===== src/rtl/rptr_fwft_reader.sv =====
// Read side of an async FIFO: synchronizes the Gray write pointer, pops memory into a
// first-word-fall-through output register, and tracks fill level and pointer sanity.
module rptr_fwft_reader #(
  parameter int ADDRSIZE = 4,
  parameter int DATASIZE = 8,
  parameter int AE_LEVEL = 2
) (
  input  logic                rclk,
  input  logic                rrst,
  input  logic [ADDRSIZE:0]   rwptr,
  input  logic [DATASIZE-1:0] rdata,
  input  logic                dready,
  output logic [ADDRSIZE-1:0] raddr,
  output logic [ADDRSIZE:0]   rptr,
  output logic                rempty,
  output logic [DATASIZE-1:0] dout,
  output logic                dvalid,
  output logic [ADDRSIZE:0]   rlevel,
  output logic                ralmost_empty,
  output logic                rptr_err
);

  localparam logic [ADDRSIZE:0] DEPTH = {1'b1, {ADDRSIZE{1'b0}}};
  localparam logic [ADDRSIZE:0] AE    = AE_LEVEL[ADDRSIZE:0];

  logic [ADDRSIZE:0] rwptr1, rwptr2;
  logic [ADDRSIZE:0] rwbin;
  logic [ADDRSIZE:0] rbin, rbnext, rgnext;
  logic [ADDRSIZE:0] diff;
  logic              rinc;

  // Gray to binary: each binary bit is the XOR of all Gray bits at or above it
  always_comb begin
    rwbin = '0;
    for (int i = 0; i <= ADDRSIZE; i++) begin
      rwbin[i] = ^(rwptr2 >> i);
    end
  end

  assign rinc   = !rempty && (!dvalid || dready);
  assign rbnext = rbin + {{ADDRSIZE{1'b0}}, rinc};
  assign rgnext = (rbnext >> 1) ^ rbnext;
  assign diff   = rwbin - rbnext;
  assign raddr  = rbin[ADDRSIZE-1:0];

  always_ff @(posedge rclk or posedge rrst) begin
    if (rrst) begin
      rwptr1 <= '0;
      rwptr2 <= '0;
    end else begin
      rwptr1 <= rwptr;
      rwptr2 <= rwptr1;
    end
  end

  always_ff @(posedge rclk or posedge rrst) begin
    if (rrst) begin
      rbin          <= '0;
      rptr          <= '0;
      rempty        <= 1'b1;
      rlevel        <= '0;
      ralmost_empty <= 1'b1;
      rptr_err      <= 1'b0;
    end else begin
      rbin          <= rbnext;
      rptr          <= rgnext;
      rempty        <= (rgnext == rwptr2);
      rlevel        <= diff;
      ralmost_empty <= (diff <= AE);
      if (diff > DEPTH) rptr_err <= 1'b1;
    end
  end

  // Output register only changes on a pop or when its word is consumed
  always_ff @(posedge rclk or posedge rrst) begin
    if (rrst) begin
      dout   <= '0;
      dvalid <= 1'b0;
    end else if (rinc) begin
      dout   <= rdata;
      dvalid <= 1'b1;
    end else if (dready) begin
      dvalid <= 1'b0;
    end
  end

endmodule


===== config.mk =====
export PLATFORM = sky130hd
export DESIGN_NAME = rptr_fwft_reader
export DESIGN_NICKNAME = d
export VERILOG_FILES = /design/src/rtl/rptr_fwft_reader.sv
export SDC_FILE = /design/constraint.sdc
export NUM_CORES = 1
export LEC_CHECK = 0
export CAP_MARGIN = 30
export CORE_MARGIN = 3
export CORE_UTILIZATION = 37
export CTS_CLUSTER_DIAMETER = 120
export DETAILED_ROUTE_END_ITERATION = 10
export PLACE_DENSITY_LB_ADDON = 0.3
export SYNTH_ARGS = -nofsm -noshare
export SYNTH_HDL_FRONTEND = slang
export SYNTH_SLANG_ARGS = --single-unit

===== constraint.sdc =====
create_clock -name rclk -period 3.95 [get_ports rclk]
set_input_delay 0.79 -clock rclk [delete_from_list [all_inputs] [get_ports rclk]]
set_output_delay 0.79 -clock rclk [all_outputs]
set_load 0.01 [all_outputs]

==> flow_metrics.env, run 1 <==
export IMPL_clk_pin_slew_ps=70
export IMPL_ys_warn_count=0
export IMPL_numPortBuffers=41
export IMPL_cts_buffers=5
export IMPL_cp_common_cell="ha_1"
export IMPL_slowest_stage="clkdlybuf4s50_1"
export IMPL_syn2layout_area_growth_pct=36.79
export IMPL_startpoint_type="input pin"
export IMPL_drc=0
export IMPL_cts_setup_buffers=0
export IMPL_antenna_found_initial=0
export IMPL_vias=1027
export IMPL_crit_chain="clkdlybuf4s50_1, inv_1, a21oi_1, ha_1, ha_1, xnor2_1, ha_1, a211oi_1, o41ai_1, maj3_2, xor2_1, a2111oi_2"
export IMPL_cts_tree="yes"
export IMPL_ys_flop_type="dfrtp_1"
export IMPL_die_h_um=72.08
export IMPL_fin_crit_ps=3479
export IMPL_yosys_area_share_simple_pct=5.500
export IMPL_grt_pass1_wl_um=5009
export IMPL_synth_ff_latch_count=36
export IMPL_drtAntennaViolNets=0
export IMPL_grt_pass1_vias=1061
export IMPL_critPathCaptureType="flop"
export IMPL_synth_compound_area_share_pct=8.211
export IMPL_grt_overflow_total=0
export IMPL_ir_drop_v=0.0003338
export IMPL_seq_area_frac_synth_pct=55.93
export IMPL_fin_nets=190
export IMPL_path_buf_inv=2
export IMPL_synthDistinctLibCells=33
export IMPL_run_status="complete, no violations"
export IMPL_num_rows=23
export IMPL_place_gp_congestion=0.9341
export IMPL_total_leakage_power_nw=0.9668
export IMPL_final_layout_size_suffix_gt1_share_pct=17.16
export IMPL_io_pins=42
export IMPL_hold_worst_slack_ps=345.8
export IMPL_fin_setup_tns_ps=0
export IMPL_critPathKind="in2reg"
export IMPL_synthMuxAreaShare_pct=5.577
export IMPL_required_ps=4130
export IMPL_synth_nets=141
export IMPL_cts_hold_buf=0
export IMPL_fp_dieArea_um2=5195
export IMPL_die_width_um=72.08
export IMPL_htree_levels=2
export IMPL_async_flop_share_pct=100.0
export IMPL_final_common_cell="clkdlybuf4s50_1"
export IMPL_finClkSkew_ps=3.291
export IMPL_worst_pin_slew_ps=488.2
export IMPL_clkSinkCount=36
export IMPL_avgSynthCellArea_um2=13.57
export IMPL_worstReg2RegStart="rwptr2[4]"
export IMPL_insertion_delay_ps=280
export IMPL_cp_top_family="adder cells"
export IMPL_hp_class="reg2reg"
export IMPL_p_per_area_nw_per_um2=859.0
export IMPL_fillers=342
export IMPL_drt_iter0_markers=48
export IMPL_synth_fa_ha_area_share_pct=5.345
export IMPL_track_usage_pct=12.71
export IMPL_drtPass1Iterations=4
export IMPL_crit_start="dready"
export IMPL_slowest_delay_ps=470
export IMPL_path_max_fanout=7
export IMPL_start_util_pct=39.25
export IMPL_fin_crit_sh_pct=88.06
export IMPL_rsz0062_at_grt="no"
export IMPL_layout_common_cells="clkdlybuf4s50_1 (41), dfrtp_1 (34), inv_1 (11), xor2_1 (11), mux2_2 (8)"
export IMPL_max_freq_mhz=287.5
export IMPL_maxCapViolCount=0
export IMPL_fp_coreArea_um2=4115
export IMPL_synth_edf_count=0
export IMPL_hold_path_startpoint="rwptr1[4]"
export IMPL_synth_xor_area_share_pct=16.34
export IMPL_worst_ep_arrival_time_ps=3660
export IMPL_cts_buffer_depth=2
export IMPL_wire_per_inst_um=13.52
export IMPL_synth_cells=119
export IMPL_synth_top_family_by_area="XOR/XNOR gates"
export IMPL_cts_root_buffer="clkbuf_8"
export IMPL_grt_max_degree=37
export IMPL_vias_per_cell=4.689
export IMPL_cts_resized=0
export IMPL_finalSetupViolations=0
export IMPL_synth_area_um2=1615
export IMPL_report_final_slew_viol_count=0
export IMPL_hpwl_um=2259
export IMPL_max_slew_margin_pct=67.35
export IMPL_antenna_cells=0
export IMPL_finalHoldViolCount=0
export IMPL_wl_um=2961
power by group:
part / switching (mW) / leakage (nW) / internal, mW
Clock: 0.123 / 0.0552 / 0.187
Sequential: 0.0683 / 0.412 / 0.500
Combinational: 0.497 / 0.500 / 0.522
Total: 0.688 / 0.967 / 1.21
cells in the mapped netlist, drive strengths merged (3+ instances only):
| cell type | n | area (µm²) |
|---|---|---|
| a211oi | 4 | 30.03 |
| a21oi | 3 | 15.01 |
| dfrtp | 34 | 850.8 |
| ha | 6 | 75.07 |
| inv | 11 | 41.29 |
| mux2 | 8 | 90.09 |
| nand2b | 4 | 25.02 |
| nand3 | 3 | 15.01 |
| xnor2 | 9 | 105.1 |
| xor2 | 12 | 112.6 |
logic make-up (layout without fill, tap and decap cells):
family                     after synthesis  after routing
adders and majority gates                7              7
xor gates and xnor gates                23             23
muxes                                    8              8
buffers and inverters                   13             63
and+or+nand+nor                         16             16
DFF                                     36             36
AOI/OAI and AO/OA                       16             16
area by class of cell:
cell class | instances | area [µm²] | area share, %
flip-flops and latches | 36 | 903.4 | 40.88
multi-input cells | 70 | 661.9 | 29.95
repair buffers | 44 | 432.9 | 19.59
clock buffers | 6 | 72.57 | 3.284
well taps | 50 | 62.56 | 2.831
inverters | 11 | 41.29 | 1.869
clock inverters | 2 | 35.03 | 1.586
layer usage:
metal  track usage (%)  up-vias  part of all wire (%)
met5                 0        -                     0
met4             6.054        0                   2.0
met3             4.432        6                   6.7
met2             19.41       42                    50
met1             16.13      479                    41
li1                  -      500                     -
state kept, by name, summed over array words and instances, names as in the netlist:
name           cells
rwptr2             5
rempty             1
rptr               4
rbin               5
rwptr1             5
rptr_err           1
ralmost_empty      1
rlevel             5
dvalid             1
dout               8
path summary, 6_finish.rpt:
kind	to	slack, ps	cells after the start
max in group asynchronous	ralmost_empty	2720	3
max reg2reg	ralmost_empty	760	11
max	ralmost_empty	470	12
min	rwptr2[4]	350	0
min reg2reg	rwptr2[4]	350	0
min in group asynchronous	rwptr2[4]	900	3
through the flow:
| stage | power (mW) | util, % | cell area [µm²] | setup slack [ps] | instances |
|---|---|---|---|---|---|
| CTS | 1.923 | 53.69 | 2210 | 483.1 | 219 |
| floorplan | 1.211 | - | 1615 | 369.9 | 119 |
| finish | 1.898 | 53.69 | 2210 | 471.5 | 219 |
| detailed placement | 1.599 | 51.08 | 2102 | 185.7 | 211 |
| global route | 2.035 | 53.69 | 2210 | 278.1 | 219 |
| global placement | 1.581 | 51.08 | 2102 | 310.9 | 211 |
Power figures use the tool's default switching activity.
==> run 2: changes to the inputs <==
--- a/config.mk
+++ b/config.mk
@@ -10,6 +10,7 @@
 export CORE_UTILIZATION = 37
 export CTS_CLUSTER_DIAMETER = 120
 export DETAILED_ROUTE_END_ITERATION = 10
+export MAX_ROUTING_LAYER = met4
 export PLACE_DENSITY_LB_ADDON = 0.3
 export SYNTH_ARGS = -nofsm -noshare
 export SYNTH_HDL_FRONTEND = slang
==> flow_metrics.env, run 2 (same netlist as run 1, synthesis figures left out) <==
export IMPL_cts_root_buffer="clkbuf_8"
export IMPL_ir_drop_v=0.0003341
export IMPL_max_freq_mhz=288.0
export IMPL_max_slew_margin_pct=67.35
export IMPL_fin_crit_ps=3472
export IMPL_hpwl_um=2259
export IMPL_grt_max_degree=37
export IMPL_place_gp_congestion=0.9508
export IMPL_required_ps=4130
export IMPL_cp_common_cell="ha_1"
export IMPL_hp_class="reg2reg"
export IMPL_worst_pin_slew_ps=488.2
export IMPL_slowest_delay_ps=470
export IMPL_fin_setup_tns_ps=0
export IMPL_largest_reg_flops=8
export IMPL_startpoint_type="input pin"
export IMPL_dpl_worst_slack_ps=185.7
export IMPL_final_layout_size_suffix_gt1_share_pct=17.16
export IMPL_run_status="complete, no violations"
export IMPL_cts_resized=0
export IMPL_cts_hold_buf=0
export IMPL_cts_setup_buffers=0
export IMPL_track_usage_pct=13.06
export IMPL_total_leakage_power_nw=0.9668
export IMPL_final_common_cell="clkdlybuf4s50_1"
export IMPL_numPortBuffers=41
export IMPL_critPathKind="in2reg"
export IMPL_crit_chain="clkdlybuf4s50_1, inv_1, a21oi_1, ha_1, ha_1, xnor2_1, ha_1, a211oi_1, o41ai_1, maj3_2, xor2_1, a2111oi_2"
export IMPL_die_width_um=72.08
export IMPL_layout_cells_non_filler=219
export IMPL_clk_pin_slew_ps=70
export IMPL_wire_per_inst_um=13.55
export IMPL_antenna_cells=0
export IMPL_regMostFlops="dout"
export IMPL_dp_cells=211
export IMPL_report_final_slew_viol_count=0
export IMPL_cts_buffer_depth=2
export IMPL_rsz0062_at_grt="no"
export IMPL_drtPass1Iterations=4
export IMPL_finalHoldViolCount=0
export IMPL_slowest_stage="clkdlybuf4s50_1"
export IMPL_fin_util_pct=53.69
export IMPL_start_util_pct=39.25
export IMPL_finalSetupViolations=0
export IMPL_htree_levels=2
export IMPL_fillers=342
export IMPL_path_max_fanout=7
export IMPL_fin_crit_sh_pct=87.90
export IMPL_insertion_delay_ps=280
export IMPL_vias_per_cell=4.680
export IMPL_vias=1025
export IMPL_syn2layout_area_growth_pct=36.79
export IMPL_antenna_found_initial=0
export IMPL_layout_common_cells="clkdlybuf4s50_1 (41), dfrtp_1 (34), inv_1 (11), xor2_1 (11), mux2_2 (8)"
export IMPL_fp_coreArea_um2=4115
export IMPL_critPathCaptureType="flop"
export IMPL_num_rows=23
export IMPL_p_per_area_nw_per_um2=859.1
export IMPL_die_h_um=72.08
export IMPL_clkSinkCount=36
export IMPL_fp_dieArea_um2=5195
export IMPL_maxCapViolCount=0
export IMPL_setup_ws_ps=477.9
export IMPL_drtAntennaViolNets=0
export IMPL_cts_buffers=5
export IMPL_fin_nets=190
export IMPL_grt_overflow_total=0
export IMPL_drt_iter0_markers=48
export IMPL_cts_tree="yes"
export IMPL_grt_pass1_vias=1063
export IMPL_drc=0
export IMPL_worst_ep_arrival_time_ps=3660
export IMPL_wl_um=2967
export IMPL_finClkSkew_ps=3.291
export IMPL_io_pins=42
export IMPL_grt_pass1_wl_um=5009
[run 2: cell counts in the layout (fill, tap and decap cells not counted)]
No cell type changed its count.
[run 2: final cells by class]
type | count | area (µm²) | share of cell area (%)
sequential | 36 | 903.4 | 40.88
clock inverter | 2 | 35.03 | 1.586
timing repair buffer | 44 | 432.9 | 19.59
clock buffer | 6 | 72.57 | 3.284
tap | 50 | 62.56 | 2.831
inverter | 11 | 41.29 | 1.869
multi-input combinational | 70 | 661.9 | 29.95
[run 2: worst paths after layout]
check | startpoint | cells past startpoint | slack, ps | end
min reg2reg | rwptr1[4] | 0 | 350 | rwptr2[4]
max in group asynchronous | rrst | 3 | 2720 | ralmost_empty
max | dready | 12 | 480 | ralmost_empty
min | rwptr1[4] | 0 | 350 | rwptr2[4]
min in group asynchronous | rrst | 3 | 900 | rwptr2[4]
max reg2reg | rwptr2[4] | 11 | 770 | ralmost_empty
[run 2: worst max-delay path, delay by kind of cell]
family / cells / cell delay (ps)
buf+inv: 2 / 510
compound gates: 4 / 1010
xor+xnor: 2 / 310
fa+ha+maj: 4 / 1030
[run 2: power by group]
| part | internal, mW | switching, mW | total [mW] |
|---|---|---|---|
| combinational | 0.522 | 0.497 | 1.02 |
| sequential | 0.501 | 0.0683 | 0.569 |
| clock | 0.187 | 0.123 | 0.310 |
| total | 1.21 | 0.689 | 1.90 |
[run 2: metal layers]
metal,GRT usage [%],vias up,wire (µm)
met5,-,-,0
met4,6.054,0,60
met3,4.432,6,190
met2,19.41,40,1486
met1,16.04,478,1229
li1,-,501,-
[run 2: per-stage QoR]
step	total power [mW]	hold WS (ps)	instance area [µm²]
after CTS	1.923	347.5	2210
final	1.898	345.8	2210
after floorplan	1.211	331.2	1615
after global routing	2.033	358.1	2210
after global placement	1.581	332.0	2102
after detailed placement	1.599	335.5	2102
==> run 3: changes to the inputs <==
--- a/config.mk
+++ b/config.mk
@@ -6,12 +6,13 @@
 export NUM_CORES = 1
 export LEC_CHECK = 0
 export CAP_MARGIN = 30
-export CORE_MARGIN = 3
+export CORE_MARGIN = 2
 export CORE_UTILIZATION = 37
 export CTS_CLUSTER_DIAMETER = 120
 export DETAILED_ROUTE_END_ITERATION = 10
 export MAX_ROUTING_LAYER = met4
 export PLACE_DENSITY_LB_ADDON = 0.3
+export SKIP_LAST_GASP = 1
 export SYNTH_ARGS = -nofsm -noshare
 export SYNTH_HDL_FRONTEND = slang
 export SYNTH_SLANG_ARGS = --single-unit
==> flow_metrics.env, run 3 (same netlist as run 1, synthesis figures left out) <==
export IMPL_run_status="complete, no violations"
export IMPL_worst_pin_slew_ps=920.7
export IMPL_vias_per_cell=4.688
export IMPL_finalHoldViolCount=0
export IMPL_crit_chain="clkdlybuf4s50_1, inv_1, a21oi_1, ha_1, ha_1, xnor2_1, ha_1, a211oi_1, o41ai_1, maj3_2, xor2_1, a2111oi_2"
export IMPL_fp_coreArea_um2=4264
export IMPL_fin_setup_tns_ps=0
export IMPL_finClkSkew_ps=8.451
export IMPL_path_max_fanout=7
export IMPL_antenna_found_initial=0
export IMPL_grt_pass1_vias=1052
export IMPL_cts_buffers=5
export IMPL_critPathCaptureType="flop"
export IMPL_antenna_cells=0
export IMPL_final_layout_size_suffix_gt1_share_pct=17.16
export IMPL_total_leakage_power_nw=0.9561
export IMPL_startpoint_type="input pin"
export IMPL_die_h_um=70.08
export IMPL_cts_hold_buf=0
export IMPL_syn2layout_area_growth_pct=36.10
export IMPL_cts_resized=0
export IMPL_p_per_area_nw_per_um2=843.3
export IMPL_vias=1036
export IMPL_fp_dieArea_um2=4911
export IMPL_hp_class="reg2reg"
export IMPL_grt_pass1_wl_um=4974
export IMPL_regMostFlops="dout"
export IMPL_cts_tree="yes"
export IMPL_critPathKind="in2reg"
export IMPL_max_freq_mhz=293.7
export IMPL_cts_buffer_depth=2
export IMPL_fin_crit_ps=3405
export IMPL_insertion_delay_ps=290
export IMPL_grt_overflow_total=0
export IMPL_numPortBuffers=41
export IMPL_start_util_pct=37.88
export IMPL_slowest_delay_ps=470
export IMPL_fin_util_pct=51.56
export IMPL_cts_root_buffer="clkbuf_8"
export IMPL_drtAntennaViolNets=0
export IMPL_track_usage_pct=13.91
export IMPL_cts_setup_buffers=0
export IMPL_clkSinkCount=36
export IMPL_max_slew_margin_pct=38.55
export IMPL_rsz0062_at_grt="no"
export IMPL_place_gp_congestion=0.7991
export IMPL_cp_common_cell="ha_1"
export IMPL_drt_iter0_markers=27
export IMPL_hpwl_um=2295
export IMPL_clk_pin_slew_ps=70
export IMPL_layout_common_cells="clkdlybuf4s50_1 (41), dfrtp_1 (34), inv_1 (11), xor2_1 (11), mux2_2 (8)"
export IMPL_maxCapViolCount=0
export IMPL_slowest_stage="clkdlybuf4s50_1"
export IMPL_fin_nets=190
export IMPL_largest_reg_flops=8
export IMPL_drc=0
export IMPL_report_final_slew_viol_count=0
export IMPL_wl_um=2963
export IMPL_finalSetupViolations=0
export IMPL_worst_ep_arrival_time_ps=3590
export IMPL_wire_per_inst_um=13.41
export IMPL_required_ps=4130
export IMPL_fin_crit_sh_pct=86.21
export IMPL_ir_drop_v=0.0003907
export IMPL_htree_levels=2
export IMPL_final_common_cell="clkdlybuf4s50_1"
export IMPL_drtPass1Iterations=3
export IMPL_hold_worst_slack_ps=348.6
export IMPL_io_pins=42
export IMPL_grt_max_degree=26
export IMPL_die_width_um=70.08
export IMPL_num_rows=24
run 3: changes by cell type in the layout (fill, tap and decap cells not counted), sizes merged:
cell / change
clkbuf: +1
clkinvlp: +1
bufinv: -1
clkinv: -1
run 3: final timing paths:
path	startpoint	end	slack [ps]	cells past startpoint
min reg2reg	rwptr1[3]	rwptr2[3]	350	0
max	dready	ralmost_empty	540	12
max in group asynchronous	rrst	ralmost_empty	2160	3
max reg2reg	rwptr2[4]	ralmost_empty	760	11
min in group asynchronous	rrst	dout[2]	1000	2
min	rwptr1[3]	rwptr2[3]	350	0
run 3: report_power, final:
| group | internal [mW] | leakage (nW) | switching (mW) |
|---|---|---|---|
| clock network | 0.141 | 0.0445 | 0.122 |
| registers | 0.501 | 0.412 | 0.0720 |
| logic | 0.524 | 0.500 | 0.494 |
run 3: worst max-delay path, delay by kind of cell:
family,cells,cell delay (ps)
XOR/XNOR,2,320
AO/OA/AOI/OAI,4,980
buffers and inverters,2,510
adder cells (fa/ha/maj),4,1000
run 3: area by class of cell:
class	instances	area (µm²)
timing repair buffer	44	432.9
clock buffer	7	86.33
fill	375	2066
multi-input combinational	70	661.9
sequential	36	903.4
tap	52	65.06
inverter	11	41.29
clock inverter	1	7.507
run 3: metal layers:
layer | track usage (%) | share of wire (%) | up-vias | routed length, µm
met5 | - | 0 | - | 0
li1 | - | - | 496 | -
met2 | 21.69 | 49 | 27 | 1460
met3 | 4.329 | 5.1 | 6 | 150
met4 | 6.410 | 1.6 | 0 | 46
met1 | 16.56 | 44 | 507 | 1305
run 3: stage by stage:
| step | instances | power [mW] | setup WS [ps] | cell area [µm²] |
|---|---|---|---|---|
| CTS | 221 | 1.876 | 539.9 | 2198 |
| global route | 221 | 1.979 | 321.2 | 2198 |
| finish | 221 | 1.854 | 544.8 | 2198 |
| floorplan | 119 | 1.211 | 369.9 | 1615 |
| detailed placement | 213 | 1.596 | 254.1 | 2105 |
| global placement | 213 | 1.576 | 322.9 | 2105 |
==> edit 1: new RTL, config.mk and constraints of run 1 <==
Change the parameter `ADDRSIZE` from 4 to 8.
--- a/src/rtl/rptr_fwft_reader.sv
+++ b/src/rtl/rptr_fwft_reader.sv
@@ -2,5 +2,5 @@
 // first-word-fall-through output register, and tracks fill level and pointer sanity.
 module rptr_fwft_reader #(
-  parameter int ADDRSIZE = 4,
+  parameter int ADDRSIZE = 8,
   parameter int DATASIZE = 8,
   parameter int AE_LEVEL = 2
Ports: changed (resized raddr, rlevel, rptr and rwptr); port bits go from 42 to 58. No check against the original RTL was run, so the function may have changed too.
==> edit 1 against run 1 <==
Die area is 60% higher. Via count rose by 90%. Cell area up 71%. Setup slack worse by 0.35 ns. Wire length rose by 93%. Area after synthesis rose by 66%. Largest power group unchanged. Critical path type unchanged. Largest cell class unchanged. Count of clock-buffer cells in the layout decreased by 1. Sequential cell count up 20. Critical path depth increased by 2. Non-clock buffer count is 48 higher. Final cell count up 89%. Power is 52% higher.
==> edit 1: results (changes against run 1) <==
dp.cells: 399  # was 211
synth_nets: 250  # was 141
period_minus_slack_ns: 3.83  # was 3.48 ns
vdd_drop_max_uv: 436  # was 334 uV
arrival_ns: 4.05  # was 3.66 ns
slew_headroom_pct: 59.0  # was 67.3%
crit_end: "rptr_err"  # was ralmost_empty
track_usage_pct: 14.5  # was 12.7%
crit_start: "dready"  # unchanged
r2r_slack_ns: 0.17  # was 0.76 ns
final_layout_size_suffix_gt1_share_pct: 22.4  # was 17.2%
dp_slack_ns: -0.202  # was 0.186 ns
grt_pass1_vias: 2066  # was 1061
n_antenna_cell: 0  # unchanged
hold_end: "rwptr2[3]"  # was rwptr2[4]
p_leak_nw: 1.64  # was 0.967 nW
worstHoldStart: "rwptr1[3]"  # was rwptr1[4]
port_buffers: 57  # was 41
drt_first_pass_iters: 5  # was 4
reg2reg_to: "ralmost_empty"  # unchanged
viasPerCell: 4.71  # was 4.69
drt_iter0_drc: 77  # was 48
seq_area_frac_synth_pct: 52.3  # was 55.9%
fin_nets: 344  # was 190
gp_congestion: 0.822  # was 0.934
r2r_start: "rwptr2[7]"  # was rwptr2[4]
syn-instance-count: 222  # was 119
dp_hpwl_um: 4420  # was 2260 um
grt_max_degree: 35  # was 37
wl_um: 5700  # was 2960 um
fill_cells: 618  # was 342
ys_top_cells_by_count: "54 x dfrtp_1, 22 x xnor2_1, 19 x inv_1"  # was 34 x dfrtp_1, 11 x inv_1, 11 x xor2_1
r2r_cells: 13  # was 11
yosysWarnings: 0  # unchanged
insertion_delay_ns: 0.31  # was 0.28 ns
clk_path_buf_depth: 2  # unchanged
synth_cell_type_count: 51  # was 33
cts-root-buf: "clkbuf_8"  # unchanged
worstPathMaxFanout: 3  # was 7
skew_ns: 0.00344  # was 0.00329 ns
h-tree-depth: 2  # unchanged
vias: 1947  # was 1027
grt_pass1_wl_um: 9750  # was 5010 um
status: "finished, final reports clean"  # unchanged
clkSlewWorstSetupHoldPaths_ns: 0.10  # was 0.07 ns
ys_top_cells_by_area: "dfrtp_1 50%, xnor2_1 7.2%, xor2_1 5.5%, mux2_2 3.4%, ha_1 3.3%"  # was dfrtp_1 53%, xor2_1 6.0%, mux2_2 5.6%, ha_1 4.6%, xnor2_1 3.8%
==> edit 1: changes by cell type after synthesis, moves of 4 or more <==
cell,delta
xnor2_1,+15
nor3_1,+5
nand3_1,+4
maj3_1,+4
a21oi_1,+8
inv_1,+8
nand2_1,+6
xor2_1,+6
dfrtp_1,+20
==> edit 1: metrics by stage <==
step           area [um^2]  power (W)  hold WS [ns]  TNS (ns)
3_3_place_gp          3580    0.00248         0.333    -0.221
2_1_floorplan         2700    0.00183         0.331         0
5_1_grt               3770    0.00313         0.365   -0.0209
3_5_place_dp          3600    0.00250         0.340    -0.359
6_report              3770    0.00289         0.361         0
4_1_cts               3700    0.00285         0.366         0
==> edit 1: metal layers <==
metal,part of all wire [%],global-route usage (%)
met2,50,24.0
met5,0,0
met3,4.1,3.56
met4,1.0,4.40
met1,45,18.7
==> edit 1: cell families (layout without fill, tap and decap cells) <==
family	count (synthesis)	after routing	synth area share, %
xor+xnor	43	43	16.2
flops	56	56	52.3
simple gates	41	41	8.34
fa+ha+maj	13	13	5.92
mux	9	9	3.73
buf+inv	26	121	3.73
compound gates	34	34	9.87
==> edit 1: timing repair <==
item / 4_1_cts / 5_1_grt
setup endpoints to repair: 2 / 3
hold endpoints to repair: 0 / 0
pin swaps: 2 / 6
setup buffers: 1 / 5
resized for setup: 0 / 8
==> edit 1: power breakdown <==
group,switching (W),internal (W)
sequential,0.0000886,0.000727
combinational,0.000843,0.000913
clock,0.000191,0.000129
==> edit 1: layout make-up <==
type / count / area [um^2] / area share [%]
Clock buffer: 5 / 68.8 / 1.83
Clock inverter: 3 / 26.3 / 0.697
Inverter: 21 / 78.8 / 2.09
Multi-Input combinational cell: 140 / 1220 / 32.5
Sequential cell: 56 / 1400 / 37.3
Tap cell: 96 / 120 / 3.19
Timing Repair Buffer: 92 / 846 / 22.4
==> edit 2: new RTL, config.mk and constraints of run 1 <==
Without the edit above. Remove the register `rlevel`: a continuous assignment takes its place, so the output `rlevel` follows one clock earlier.
--- a/src/rtl/rptr_fwft_reader.sv
+++ b/src/rtl/rptr_fwft_reader.sv
@@ -59,5 +59,4 @@
       rptr          <= '0;
       rempty        <= 1'b1;
-      rlevel        <= '0;
       ralmost_empty <= 1'b1;
       rptr_err      <= 1'b0;
@@ -66,9 +65,10 @@
       rptr          <= rgnext;
       rempty        <= (rgnext == rwptr2);
-      rlevel        <= diff;
       ralmost_empty <= (diff <= AE);
       if (diff > DEPTH) rptr_err <= 1'b1;
     end
   end
+
+  assign rlevel = diff;
 
   // Output register only changes on a pop or when its word is consumed
Formal check against the unedited RTL: not equivalent (Yosys sat finds a counterexample within 4 cycles, from zero or initial values and one cycle with rrst high).
==> edit 2 against run 1 <==
Count of clock-buffer cells in the layout grew 1. Wire length grew 3.7%. Sequential power shrank 15%. Setup slack lost 0.24 ns. Clock skew grew 0.0018 ns. Sequential share of layout area shrank 6.1 points. Area after synthesis shrank 7.7%. Cell area grew 1.2%. Sequential cell count shrank 5. Register-to-register slack gained 0.13 ns. Die area shrank 7.1%. Power grew 9.2%. Fmax shrank 6.4%.
==> edit 2: results (changes against run 1) <==
track_usage_pct: 14.1  # was 12.7%
final_layout_size_suffix_gt1_share_pct: 30.6  # was 17.2%
dp_slack_ns: -0.674  # was 0.186 ns
status: "finished, final reports clean"  # unchanged
grt_max_degree: 20  # was 37
n_antenna_cell: 0  # unchanged
crit_start: "dready"  # unchanged
arrival_ns: 2.93  # was 3.66 ns
synth_cell_type_count: 33  # unchanged
syn_area_per_cell_um2: 13.1  # was 13.6 um^2
hold_end: "rwptr2[0]"  # was rwptr2[4]
fin_hold_ws_ns: 0.346  # about the same
synthXorXnorAreaFrac_pct: 17.7  # was 16.3%
slew_headroom_pct: 64.0  # was 67.3%
synth_nets: 136  # was 141
r2r_slack_ns: 0.89  # was 0.76 ns
fill_cells: 289  # was 342
clk-power_w: 0.000246  # was 0.000310 W
drt_iter0_drc: 31  # was 48
cpLargestDelayFamily: "adder cells"  # unchanged
r2r_cells: 12  # was 11
viasPerCell: 4.70  # was 4.69
p_leak_nw: 0.993  # was 0.967 nW
h-tree-depth: 2  # unchanged
seq_area_frac_synth_pct: 52.2  # was 55.9%
grt_pass1_wl_um: 5310  # was 5010 um
dp_hpwl_um: 2500  # was 2260 um
async_flop_share_pct: 100  # unchanged
placed_cell_area_um2: 2130  # was 2100 um^2
vdd_drop_max_uv: 919  # was 334 uV
grt_pass1_vias: 1199  # was 1061
dp.cells: 220  # was 211
cts-root-buf: "clkbuf_8"  # unchanged
critical_path.max_stage_delay_ns: 0.35  # was 0.47 ns
cp_slowest_cell: "o41ai_2"  # was clkdlybuf4s50_1
ys_top_cells_by_area: "dfrtp_1 49%, xor2_1 6.5%, mux2_2 6.0%, ha_1 5.0%, xnor2_1 4.1%"  # was dfrtp_1 53%, xor2_1 6.0%, mux2_2 5.6%, ha_1 4.6%, xnor2_1 3.8%
synthMuxAreaShare_pct: 6.05  # was 5.58%
drt_first_pass_iters: 4  # unchanged
clkSlewWorstSetupHoldPaths_ns: 0.05  # was 0.07 ns
gp_congestion: 0.900  # was 0.934
wire_per_inst_um: 13.5  # about the same
worstPathMaxFanout: 4  # was 7
p_comb_share_pct: 64.9  # was 53.7%
fin_nets: 201  # was 190
synth-compound-area-share_pct: 8.90  # was 8.21%
post-cts-setup-buffers: 0  # unchanged
swShare_pct: 37.3  # was 36.3%
yosys.area_share.adder_pct: 5.79  # was 5.34%
ys_top_cells_by_count: "29 x dfrtp_1, 11 x inv_1, 11 x xor2_1"  # was 34 x dfrtp_1, 11 x inv_1, 11 x xor2_1
switchingPower_w: 0.000774  # was 0.000688 W
skew_ns: 0.00513  # was 0.00329 ns
worstHoldStart: "rwptr1[0]"  # was rwptr1[4]
crit_end: "rlevel[4]"  # was ralmost_empty
multi_input_area_um2: 703  # was 662 um^2
crit_type: "in -> out"  # was in -> reg
max_freq_mhz: 269  # was 287 MHz
post_cts_resized: 12  # was 0
vias: 1071  # was 1027
edit 2: changes by cell type after synthesis:
cell / delta
dfrtp_1: -5
edit 2: layer usage:
layer / GRT usage, % / wire (um)
met1: 15.9 / 1270
met2: 23.7 / 1580
met3: 5.80 / 187
met4: 4.99 / 29
met5: 0 / 0
edit 2: worst register-to-register path, cell delays in order (launching register included):
cell and delay (ns):
dfrtp_1 0.35, xnor3_2 0.48, xnor2_4 0.15, xnor2_1 0.15
ha_1 0.17, inv_1 0.05, ha_2 0.18, a211oi_1 0.29
o41ai_2 0.11, maj3_2 0.34, xor2_2 0.17, buf_4 0.16
a2111oi_2 0.34
edit 2: final cells by class:
cell class	count	share of cell area (%)
multi-input cells	70	31.4
clock buffers	7	3.86
flip-flops and latches	31	34.8
clock inverters	1	0.224
inverters	11	1.85
repair buffers	60	25.1
well taps	48	2.69
